==> src/rtl/fifo_read_stream_adapter_if.sv <==
// Signal bundle between the async FIFO read port, the read-stream adapter and its consumer.
// master = adapter side, slave = FIFO/consumer environment side.
interface fifo_read_stream_adapter_if #(
    parameter int unsigned DATA_W = 32,
    parameter int unsigned CNT_W  = 16
);
    logic              fifo_empty;
    logic [DATA_W-1:0] fifo_rdata;
    logic              fifo_r_en;
    logic              m_valid;
    logic [DATA_W-1:0] m_data;
    logic              m_ready;
    logic              flush;
    logic [CNT_W-1:0]  xfer_count;

    modport master (
        input  fifo_empty, fifo_rdata, m_ready, flush,
        output fifo_r_en, m_valid, m_data, xfer_count
    );

    modport slave (
        output fifo_empty, fifo_rdata, m_ready, flush,
        input  fifo_r_en, m_valid, m_data, xfer_count
    );
endinterface

==> src/rtl/fifo_read_stream_adapter.sv <==
// Read-domain stage behind the async FIFO: issues reads from the empty flag, absorbs the 1-cycle
// RAM latency in a small circular skid buffer and presents words as a valid/ready stream.
module fifo_read_stream_adapter #(
    parameter int unsigned DATA_W    = 32,
    parameter int unsigned BUF_DEPTH = 3,
    parameter int unsigned CNT_W     = 16
) (
    input  logic                         rclk,
    input  logic                         rrst,
    fifo_read_stream_adapter_if.master   bus
);
    localparam int unsigned PTR_W = (BUF_DEPTH > 1) ? $clog2(BUF_DEPTH) : 1;
    localparam int unsigned OCC_W = $clog2(BUF_DEPTH + 1);
    localparam logic [PTR_W-1:0] LAST_PTR = PTR_W'(BUF_DEPTH - 1);
    localparam logic [OCC_W:0]   DEPTH_V  = (OCC_W + 1)'(BUF_DEPTH);

    logic [DATA_W-1:0] mem_q [BUF_DEPTH];
    logic [PTR_W-1:0]  head_q;
    logic [PTR_W-1:0]  tail_q;
    logic [OCC_W-1:0]  occ_q;
    logic              inflight_q;
    logic              run_q;
    logic [CNT_W-1:0]  cnt_q;

    logic              r_en;
    logic              push;
    logic              pop;
    logic [OCC_W:0]    committed;

    function automatic logic [PTR_W-1:0] next_ptr(input logic [PTR_W-1:0] p);
        return (p == LAST_PTR) ? '0 : p + PTR_W'(1);
    endfunction

    // Space is counted including the word already in flight, so a push can never overflow.
    // run_q keeps the read enable low while reset is held and for the release edge.
    always_comb begin
        committed = {1'b0, occ_q} + {{OCC_W{1'b0}}, inflight_q};
        r_en      = run_q && !bus.fifo_empty && !bus.flush && (committed < DEPTH_V);
        push      = inflight_q && !bus.flush;
        pop       = (occ_q != '0) && bus.m_ready && !bus.flush;
    end

    assign bus.fifo_r_en  = r_en;
    assign bus.m_valid    = (occ_q != '0);
    assign bus.m_data     = mem_q[head_q];
    assign bus.xfer_count = cnt_q;

    always_ff @(posedge rclk or negedge rrst) begin
        if (!rrst) begin
            for (int i = 0; i < int'(BUF_DEPTH); i++) begin
                mem_q[i] <= '0;
            end
            head_q     <= '0;
            tail_q     <= '0;
            occ_q      <= '0;
            inflight_q <= 1'b0;
            run_q      <= 1'b0;
            cnt_q      <= '0;
        end else begin
            run_q      <= 1'b1;
            inflight_q <= r_en;
            if (bus.flush) begin
                // The word returning this cycle is dropped by not pushing it.
                occ_q  <= '0;
                head_q <= tail_q;
            end else begin
                if (push) begin
                    mem_q[tail_q] <= bus.fifo_rdata;
                    tail_q        <= next_ptr(tail_q);
                end
                if (pop) begin
                    head_q <= next_ptr(head_q);
                    cnt_q  <= cnt_q + CNT_W'(1);
                end
                case ({push, pop})
                    2'b10:   occ_q <= occ_q + OCC_W'(1);
                    2'b01:   occ_q <= occ_q - OCC_W'(1);
                    default: occ_q <= occ_q;
                endcase
            end
        end
    end
endmodule

==> src/flat_wrapper.sv <==
// flat-port wrapper written by rule: the top's interface ports become plain ports
module fifo_read_stream_adapter_flat 
#(
    parameter int unsigned DATA_W    = 32,
    parameter int unsigned BUF_DEPTH = 3,
    parameter int unsigned CNT_W     = 16
)
  (rclk, rrst, bus_fifo_empty, bus_fifo_rdata, bus_m_ready, bus_flush, bus_fifo_r_en, bus_m_valid, bus_m_data, bus_xfer_count);
  fifo_read_stream_adapter_if #(.DATA_W(DATA_W), .CNT_W(CNT_W)) bus_i ();
  input  logic rclk;
  input  logic rrst;
  input wire logic [$bits(bus_i.fifo_empty)-1:0] bus_fifo_empty;
  input wire logic [$bits(bus_i.fifo_rdata)-1:0] bus_fifo_rdata;
  input wire logic [$bits(bus_i.m_ready)-1:0] bus_m_ready;
  input wire logic [$bits(bus_i.flush)-1:0] bus_flush;
  output wire logic [$bits(bus_i.fifo_r_en)-1:0] bus_fifo_r_en;
  output wire logic [$bits(bus_i.m_valid)-1:0] bus_m_valid;
  output wire logic [$bits(bus_i.m_data)-1:0] bus_m_data;
  output wire logic [$bits(bus_i.xfer_count)-1:0] bus_xfer_count;
  assign bus_i.fifo_empty = bus_fifo_empty;
  assign bus_i.fifo_rdata = bus_fifo_rdata;
  assign bus_i.m_ready = bus_m_ready;
  assign bus_i.flush = bus_flush;
  assign bus_fifo_r_en = bus_i.fifo_r_en;
  assign bus_m_valid = bus_i.m_valid;
  assign bus_m_data = bus_i.m_data;
  assign bus_xfer_count = bus_i.xfer_count;
  fifo_read_stream_adapter #(.DATA_W(DATA_W), .BUF_DEPTH(BUF_DEPTH), .CNT_W(CNT_W)) u_core (.rclk(rclk), .rrst(rrst), .bus(bus_i));
endmodule
==> config.mk <==
export PLATFORM = sky130hd
export DESIGN_NAME = fifo_read_stream_adapter_flat
export DESIGN_NICKNAME = d
export VERILOG_FILES = /design/src/rtl/fifo_read_stream_adapter_if.sv /design/src/rtl/fifo_read_stream_adapter.sv /design/src/flat_wrapper.sv
export SDC_FILE = /design/constraint.sdc
export NUM_CORES = 1
export LEC_CHECK = 0
export CAP_MARGIN = 20
export CORE_UTILIZATION = 53
export CTS_CLUSTER_SIZE = 30
export DETAILED_ROUTE_END_ITERATION = 8
export PLACE_DENSITY_LB_ADDON = 0.12
export RECOVER_POWER = 100
export SYNTH_ARGS = -nofsm -noshare
export SYNTH_HDL_FRONTEND = slang
export SYNTH_SLANG_ARGS = --single-unit
==> constraint.sdc <==
create_clock -name rclk -period 2.27 [get_ports rclk]
set_clock_uncertainty 0.2 [all_clocks]
set_input_delay 0.454 -clock rclk [delete_from_list [all_inputs] [get_ports rclk]]
set_output_delay 0.454 -clock rclk [all_outputs]
set_load 0.03 [all_outputs]
; After elaboration in Yosys (flattened, before gate mapping)
; Cells that the tools add are included.
[totals]
ff_bits = 120
latch_bits = 0
ram_bits = 0
mem_bits_ro = 0
input_bits = 37
output_inout_bits = 50
n_memories = 0
[classes]
n_addsub = 6
multipliers = 0
div = 0
order_cmp = 4
n_eq_ne = 4
shift = 0
muxes = 12
n_bitwise = 3
n_reduce_logical = 14
[op_table]
columns = op, count
row1 = bitwise mux 96 bit, 1
row2 = 2-to-1 mux 32 bit, 3
row3 = binary-select mux 32 bit (select 2 bit), 1
row4 = demux 32 bit (select 2 bit), 1
row5 = "adder 16 x 1 -> 16 bit, second input constant", 1
row6 = 2-to-1 mux 2 bit, 5
row7 = logical AND 1 bit, 7
row8 = "adder 2 x 1 -> 2 bit, second input constant", 3
row9 = "equality test 2 bit, second input constant", 3
row10 = ">= comparator 3 bit, second input constant", 2
row11 = inverter 2 -> 3 bit, 2
row12 = one-hot mux 2 bit (2 select lines), 1
row13 = AND reduction 2 bit, 2
row14 = nonzero test 2 bit, 2
row15 = adder 2 x 1 -> 3 bit, 1
row16 = "< comparator 3 x 1 -> 1 bit, second input constant", 1
row17 = "< comparator 3 x 2 -> 1 bit, second input constant", 1
row18 = nonzero test 3 bit, 1
row19 = "equality test 2 x 1 -> 1 bit, second input constant", 1
row20 = zero test 1 bit, 2
row21 = "subtractor 2 x 1 -> 2 bit, second input constant", 1
row22 = inverter 1 bit, 1

; Logic depth before layout (Yosys ltp)
; Gate-level depths: netlist (run 1).
[logic_depth]
depth_word = 6
ltp_mapped = 6
ltp_nobuf = 5

; Worst setup path before layout (run 1)
; Ideal clock, no wire load.
[synth_path]
kind = register to output
from = register u_core.inflight_q
to = output port bus_fifo_r_en
arrival_ns = 1.893
required_ns = 1.616
path_slack_ns = -0.277
path_stages_with_launch = 5
n_path_buf = 0
path_cell_list = dfrtp_1 -> ha_1 -> ha_1 -> or4b_2 -> a21oi_1
[synth_between]
elab_chain_len = 3
[synth_lines]
columns = item, line_no
row1 = "start, declared", fifo_read_stream_adapter.sv:21  ; logic inflight_q;
row2 = "start signal, assigned", fifo_read_stream_adapter.sv:61  ; inflight_q <= r_en;
row3 = adder 2 x 1 -> 3 bit, fifo_read_stream_adapter.sv:37  ; committed = {1'b0, occ_q} + {{OCC_W{1'b0}}, inflight_q};
row4 = < comparator 3 x 2 -> 1 bit, fifo_read_stream_adapter.sv:38  ; r_en = run_q && !bus.fifo_empty && !bus.flush && (committed < DEPTH_V);
row5 = logical AND 1 bit, fifo_read_stream_adapter.sv:38
row6 = "end, declared", flat_wrapper.sv:16  ; output wire logic [$bits(bus_i.fifo_r_en)-1:0] bus_fifo_r_en;
; Every way passes these cells.

; Final worst setup path (run 1)
[layout_path]
from = register u_core.occ_q[0]
to = output port bus_fifo_r_en
[layout_between]
elab_chain_len = 3
[layout_lines]
columns = item, line_no
row1 = "start, declared", fifo_read_stream_adapter.sv:20  ; logic [OCC_W-1:0] occ_q;
row2 = "start signal, assigned", fifo_read_stream_adapter.sv:76  ; 2'b10: occ_q <= occ_q + OCC_W'(1);
row3 = "start signal, assigned", fifo_read_stream_adapter.sv:77  ; 2'b01: occ_q <= occ_q - OCC_W'(1);
row4 = "start signal, assigned", fifo_read_stream_adapter.sv:78  ; default: occ_q <= occ_q;
row5 = adder 2 x 1 -> 3 bit, fifo_read_stream_adapter.sv:37
row6 = < comparator 3 x 2 -> 1 bit, fifo_read_stream_adapter.sv:38
row7 = logical AND 1 bit, fifo_read_stream_adapter.sv:38
; Every way passes these cells.

==> results of run 1 <==
-- worst max-delay path, cell delays in order (launching register included) --
cell                      delay (ns)
sky130_fd_sc_hd__dfrtp_1        0.39
sky130_fd_sc_hd__ha_2           0.18
sky130_fd_sc_hd__ha_2           0.16
sky130_fd_sc_hd__or4b_4         0.49
sky130_fd_sc_hd__a21oi_4        0.15
sky130_fd_sc_hd__buf_6          0.15
-- layer usage --
layer / track usage [%] / wire [um]
met1: 32.7 / 5430
met2: 46.9 / 6790
met3: 6.64 / 511
met5: 0 / 0
met4: 4.95 / 110
-- area by class of cell --
class | instances | area (um^2) | area share, %
Clock buffer | 22 | 473 | 6.34
Timing Repair Buffer | 126 | 1250 | 16.8
Multi-Input combinational cell | 265 | 2490 | 33.4
Clock inverter | 8 | 72.6 | 0.973
Tap cell | 133 | 166 | 2.23
Sequential cell | 120 | 3000 | 40.2
-- cells in the final DEF (no fill, tap or decap), drive strengths merged --
cell type      instances
a21o                   2
a21oi                  3
a31oi                  1
and2                   1
and3                   4
buf                   65
bufinv                 1
clkbuf                38
clkdlybuf4s50         35
clkinv                 4
clkinvlp               3
conb                   1
dfrtp                120
dlygate4sd2            8
dlygate4sd3            2
ha                     3
mux2                  97
mux2i                 33
nand2                 38
nand2b                 1
nand3                  7
nand4                  4
nor2                   3
nor2b                  4
nor3                   5
nor3b                  2
nor4                   2
o21ai                 35
o221a                  1
or2                    1
or4b                   1
xnor2                 11
xor2                   5
-- cells by family (layout without fill, tap and decap cells) --
| kind of cell | Yosys count | in the layout | synth area share [%] |
|---|---|---|---|
| other cells | 1 | 1 | 0.0700 |
| buf+inv | 22 | 156 | 2.75 |
| mux | 130 | 130 | 26.5 |
| compound gates | 42 | 42 | 4.22 |
| simple gates | 73 | 73 | 7.07 |
| flops | 120 | 120 | 56.0 |
| fa+ha+maj | 3 | 3 | 0.700 |
| xor+xnor | 16 | 16 | 2.61 |
-- worst paths after layout --
kind	slack [ns]	endpoint
max in group asynchronous	0.30	u_core.mem_q[94]
worst min-delay path	0.27	u_core.bus.xfer_count[15]
worst max register to register	0.23	u_core.mem_q[4]
worst max-delay path	-0.41	bus_fifo_r_en
min in group asynchronous	0.32	u_core.mem_q[38]
worst min register to register	0.27	u_core.bus.xfer_count[15]
-- power groups by stage --
stage / clock (mW) / combinational (mW) / sequential [mW]
after floorplan: 0 / 2.14 / 3.29
after global placement: 0 / 3.20 / 3.31
after detailed placement: 0 / 3.29 / 3.37
after CTS: 2.46 / 4.08 / 3.42
after global routing: 2.58 / 4.48 / 3.58
final: 2.44 / 4.23 / 3.49
-- flip-flops by register name, indices dropped and copies added, names as in the netlist --
signal	cells
u_core.mem_q	96
u_core.bus.xfer_count	16
u_core.head_q	2
u_core.occ_q	2
u_core.tail_q	2
u_core.inflight_q	1
u_core.run_q	1
-- stage by stage --
step	cell area [um^2]	instances	hold slack (ns)	utilization (%)
5_1_grt	7460	674	0.287	76.3
3_5_place_dp	6400	626	0.198	65.5
3_3_place_gp	6400	626	0.198	65.5
2_1_floorplan	5380	407	-0.0416	-
4_1_cts	7460	672	0.208	76.3
6_report	7460	674	0.271	76.3
-- what timing repair did --
item,4_1_cts,5_1_grt
resized for setup,127,54
cloned,6,0
endpoints found under the hold margin,23,0
buffers inserted,9,9
hold buffers,1,0
pin swaps,30,4
setup endpoints to repair,42,40
==> results_dict.tcl, run 1 <==
set metrics [dict create \
    worst_setup_path_start_kind "flip-flop" \
    power.density_nw_per_um2 1360 \
    finalWorstSetupSlack_ns -0.413 \
    cts_num_sinks 120 \
    post-layout-total-power_mw 10.2 \
    power.leakage_nw 3.48 \
    hp-start "u_core.bus.xfer_count[15]" \
    synthesis.area_um2 5360 \
    ys_types 32 \
    flow.area_growth_from_synthesis_pct 39.2 \
    yosys.cell_count.top_type "sky130_fd_sc_hd__dfrtp_1" \
    detailed_route_wire_length_per_cell_um 19.1 \
    drive_above_1_share_pct 47.3 \
    top_cell_types_by_occurrence_after_synthesis "120 x sky130_fd_sc_hd__dfrtp_1, 93 x sky130_fd_sc_hd__mux2_2, 38 x sky130_fd_sc_hd__nand2_1" \
    power_switching_mw 3.61 \
    grt_antenna_before_repair 0 \
    worstReg2RegStart "u_core.inflight_q" \
    antenna-diode-count 0 \
    slew_viol_final 0 \
    buffer_ports.inserted 86 \
    place_ws_ns -0.231 \
    timing_worst_setup_path_type "reg -> out" \
    grt_overflow 0 \
    synth-edff-count 0 \
    post-synth-top-area-cell "sky130_fd_sc_hd__dfrtp_1" \
    reg_power_share_pct 34.3 \
    boundaryPins 87 \
    max_freq_mhz 373 \
    grt_pass1_vias 3905 \
    detail_route.wirelength_um 12800 \
    reg2reg_depth 5 \
    grt_first_pass_wirelength_um 20300 \
    cts.root.buffer_cell "sky130_fd_sc_hd__clkbuf_8" \
    fill_cells 627 \
    vias_per_cell 5.43 \
    cp_max_fo 2 \
    worstHoldPathCells 1 \
    path_clk_slew_ns 0.05 \
    grt_use_total_pct 26.4 \
    final_period_minus_worst_setup_slack_ns 2.68 \
    crit_arrival_ns 2.03 \
    clock_power_share_pct 24.0 \
    start_util_pct 54.8 \
    worstSetupStartpoint "u_core.occ_q[0]" \
    drcViolationCount 0 \
    slew-limit-headroom_pct 50.2 \
    ys_seq_area_share_pct 56.0 \
    max-clock-path-buffers 2 \
    drtPass1Iterations 4 \
    ys.warnings.count 0 \
    vias 3663 \
    ir_drop_mv 0.924 \
    number_of_buffers_created_by_cts 17 \
    internal_pwr_total_mw 6.55 \
    die_area_um2 10500 \
    place_congestion 0.719 \
    htreeDepth 4 \
    hpwl_um 7250 \
    violations "negative setup slack" \
    total_nets_final 570 \
    final_worst_path_period_share_pct 118 \
    p_comb_share_pct 41.7 \
    final_setup_viols 33 \
    chipHeight_um 103 \
    report.final.hold_viol_count 0 \
    clock_latency_ns 0.50 \
    critical_path_required_ns 1.62 \
    core_um2 9770 \
    p_sw_share_pct 35.5 \
    min-delay-path-class "reg -> reg" \
    ys_async_sr_fraction_pct 100 \
    syn-mean-instance-area_um2 13.2 \
    synthTopCellsByArea "sky130_fd_sc_hd__dfrtp_1 56%, sky130_fd_sc_hd__mux2_2 20%, sky130_fd_sc_hd__mux2i_1 6.2%" \
    detail_route.iter0.violations 93 \
    core.rowCount 36 \
    drt.antenna.violating_nets 0 \
    grt_max_degree 56 \
    status "complete, but fails checks" \
    die-width_um 103 \
    yosys.area.top_type_share_pct 56.0 \
    synth_ff_type "sky130_fd_sc_hd__dfrtp_1" \
    synthCells 407 \
    net_count_of_the_mapped_netlist 447 \
    rsz0062_at_grt "yes" \
    max_cap_viol_count 0 \
    synth_seq_cells 120 \
    critPathCaptureType "primary output" \
    tightest_slew_ns 0.747 \
    cts_tree "built" \
    setup-tns-final_ns -6.27 \
]
Power figures use the tool's default switching activity.
==> run 2, diff against run 1 <==
--- a/config.mk
+++ b/config.mk
@@ -5,7 +5,9 @@
 export SDC_FILE = /design/constraint.sdc
 export NUM_CORES = 1
 export LEC_CHECK = 0
+export ABC_CLOCK_PERIOD_IN_PS = 2270
 export CAP_MARGIN = 20
+export CORE_MARGIN = 5
 export CORE_UTILIZATION = 53
 export CTS_CLUSTER_SIZE = 30
 export DETAILED_ROUTE_END_ITERATION = 8
==> run 2 against run 1 <==
The run still ends with negative setup slack left. Sequential share of layout area is 0.71 points lower. Total power is 0.66% higher. First-iteration DRC count rose by 30%. Sequential cell count is the same. Critical path depth unchanged. Setup slack lost 0.0042 ns. Count of clock-buffer cells in the layout rose by 2.
==> results_dict.tcl, run 2 (synthesized netlist as in run 1, its figures left out) <==
set metrics [dict create \
    cp_max_fo 2 \
    final_setup_viols 33 \
    min-delay-path-class "reg -> reg" \
    antenna-diode-count 0 \
    setup-tns-final_ns -5.28 \
    final_worst_path_period_share_pct 118 \
    start_util_pct 54.6 \
    slew-limit-headroom_pct 43.6 \
    mostFrequentLayoutCells "119 x sky130_fd_sc_hd__dfrtp_1, 93 x sky130_fd_sc_hd__mux2_2, 36 x sky130_fd_sc_hd__clkdlybuf4s50_1, 30 x sky130_fd_sc_hd__mux2i_1, 28 x sky130_fd_sc_hd__buf_4" \
    report.final.hold_viol_count 0 \
    grt_max_degree 40 \
    violations "negative setup slack" \
    grt_antenna_before_repair 0 \
    max_cap_viol_count 0 \
    drtPass1Iterations 4 \
    max_freq_mhz 372 \
    drive_above_1_share_pct 45.2 \
    number_of_buffers_created_by_cts 17 \
    drcViolationCount 0 \
    place_congestion 0.744 \
    registers.top_by_ff_count "u_core.mem_q" \
    grt_first_pass_wirelength_um 21000 \
    ir_drop_mv 0.669 \
    tightest_slew_ns 0.845 \
    die_area_um2 12200 \
    critPathCaptureType "primary output" \
    finalWorstSetupSlack_ns -0.417 \
    ff2ff_setup_slack_ns 0.14 \
    final_period_minus_worst_setup_slack_ns 2.69 \
    cts_tree "built" \
    critical_path_required_ns 1.62 \
    timing.hold.ws_ns 0.271 \
    power.density_nw_per_um2 1350 \
    vias_per_cell 5.46 \
    reg2reg_depth 8 \
    cts.root.buffer_cell "sky130_fd_sc_hd__clkbuf_8" \
    total_nets_final 571 \
    hpwl_um 7660 \
    hold-path-endpoint "u_core.bus.xfer_count[15]" \
    clock_latency_ns 0.50 \
    final_cell_utilization_of_the_core_pct 77.4 \
    slew_viol_final 0 \
    vias 3698 \
    worstReg2RegStart "u_core.occ_q[0]" \
    drt.antenna.violating_nets 0 \
    power.leakage_nw 3.60 \
    buffer_ports.inserted 86 \
    rsz0062_at_grt "yes" \
    grt_use_total_pct 21.2 \
    htreeDepth 4 \
    flow.area_growth_from_synthesis_pct 41.8 \
    layout.cells.most_common "sky130_fd_sc_hd__dfrtp_1" \
    place_ws_ns -0.209 \
    grt_pass1_vias 4076 \
    timing_worst_setup_path_type "reg -> out" \
    detail_route.wirelength_um 12300 \
    worstHoldPathCells 1 \
    cts_num_sinks 120 \
    fill_cells 624 \
    critical_path.reg2reg.endpoint "u_core.bus.xfer_count[2]" \
    worst_setup_path_start_kind "flip-flop" \
    path_clk_slew_ns 0.05 \
    boundaryPins 87 \
    max-clock-path-buffers 2 \
    hp-start "u_core.bus.xfer_count[15]" \
    chipHeight_um 111 \
    core.rowCount 36 \
    grt_overflow 0 \
    detail_route.iter0.violations 121 \
    largest_reg_flops 96 \
    detailed_route_wire_length_per_cell_um 18.2 \
    core_um2 9820 \
    worstSetupStartpoint "u_core.occ_q[0]" \
    status "complete, but fails checks" \
    die-width_um 111 \
    crit_arrival_ns 2.03 \
]
==> run 2: cell types whose count changed in the layout (fill, tap and decap cells not counted), moves of 3 or more <==
cell                             previous run  this run
sky130_fd_sc_hd__nand2_2                   13         8
sky130_fd_sc_hd__buf_6                     21        26
sky130_fd_sc_hd__nand2_1                   10        18
sky130_fd_sc_hd__clkbuf_1                  10         5
sky130_fd_sc_hd__mux2i_1                   24        30
sky130_fd_sc_hd__mux2i_2                    7         2
sky130_fd_sc_hd__dlymetal6s2s_1             0         5
sky130_fd_sc_hd__o21ai_2                   14        11
sky130_fd_sc_hd__o21ai_4                    3         6
sky130_fd_sc_hd__buf_12                     9        13
sky130_fd_sc_hd__nand2_4                   15        12
sky130_fd_sc_hd__clkbuf_2                   5         2
==> run 2: layout make-up <==
type / count / area (um^2) / area share, %
Tap cell: 133 / 166 / 2.19
Sequential cell: 120 / 3000 / 39.5
Timing Repair Buffer: 127 / 1350 / 17.7
Clock inverter: 8 / 118 / 1.55
Clock buffer: 24 / 480 / 6.32
Multi-Input combinational cell: 265 / 2480 / 32.7
==> run 2: critical path: stages, from the launching register on <==
cell,delay [ns]
sky130_fd_sc_hd__dfrtp_1,0.39
sky130_fd_sc_hd__ha_2,0.21
sky130_fd_sc_hd__ha_4,0.16
sky130_fd_sc_hd__or4b_4,0.49
sky130_fd_sc_hd__a21oi_4,0.14
sky130_fd_sc_hd__buf_6,0.15
==> run 2: per-layer routing <==
layer  GRT usage (%)  share of wire [%]
met1            27.6                 44
met2            34.8                 51
met3            5.85                3.3
met4            6.40                1.5
met5               0                  0
==> run 2: worst max path at each step <==
stage	to	slack (ns)
after floorplan	bus_m_data[10]	0.09
after global placement	u_core.mem_q[14]	-0.17
after detailed placement	u_core.mem_q[0]	-0.21
after CTS	bus_fifo_r_en	-0.42
after global routing	bus_fifo_r_en	-0.48
final	bus_fifo_r_en	-0.42
==> run 2: repair_timing <==
| item | CTS | global route |
|---|---|---|
| gates cloned | 4 | 0 |
| pin swaps | 19 | 10 |
| hold endpoints to repair | 32 | 0 |
| setup buffers | 14 | 5 |
| setup endpoints to repair | 44 | 38 |
| hold buffers | 1 | 0 |
| resized for setup | 113 | 59 |
==> run 2: report_power, final <==
part	switching, mW	internal (mW)
Combinational	2.09	2.03
Clock	0.883	1.78
Sequential	0.531	2.92
==> run 2: per-stage QoR <==
step	area (um^2)	power, mW	std cells
final	7600	10.2	677
after global routing	7600	10.7	677
after CTS	7450	10.0	678
after detailed placement	6450	6.67	627
after global placement	6450	6.54	627
after floorplan	5380	5.43	407
==> run 3, diff against run 2 <==
--- a/config.mk
+++ b/config.mk
@@ -9,6 +9,7 @@
 export CAP_MARGIN = 20
 export CORE_MARGIN = 5
 export CORE_UTILIZATION = 53
+export CTS_CLUSTER_DIAMETER = 60
 export CTS_CLUSTER_SIZE = 30
 export DETAILED_ROUTE_END_ITERATION = 8
 export PLACE_DENSITY_LB_ADDON = 0.12
==> results of run 3 <==
No change in the layout: final DEF, timing and power equal those of run 2.
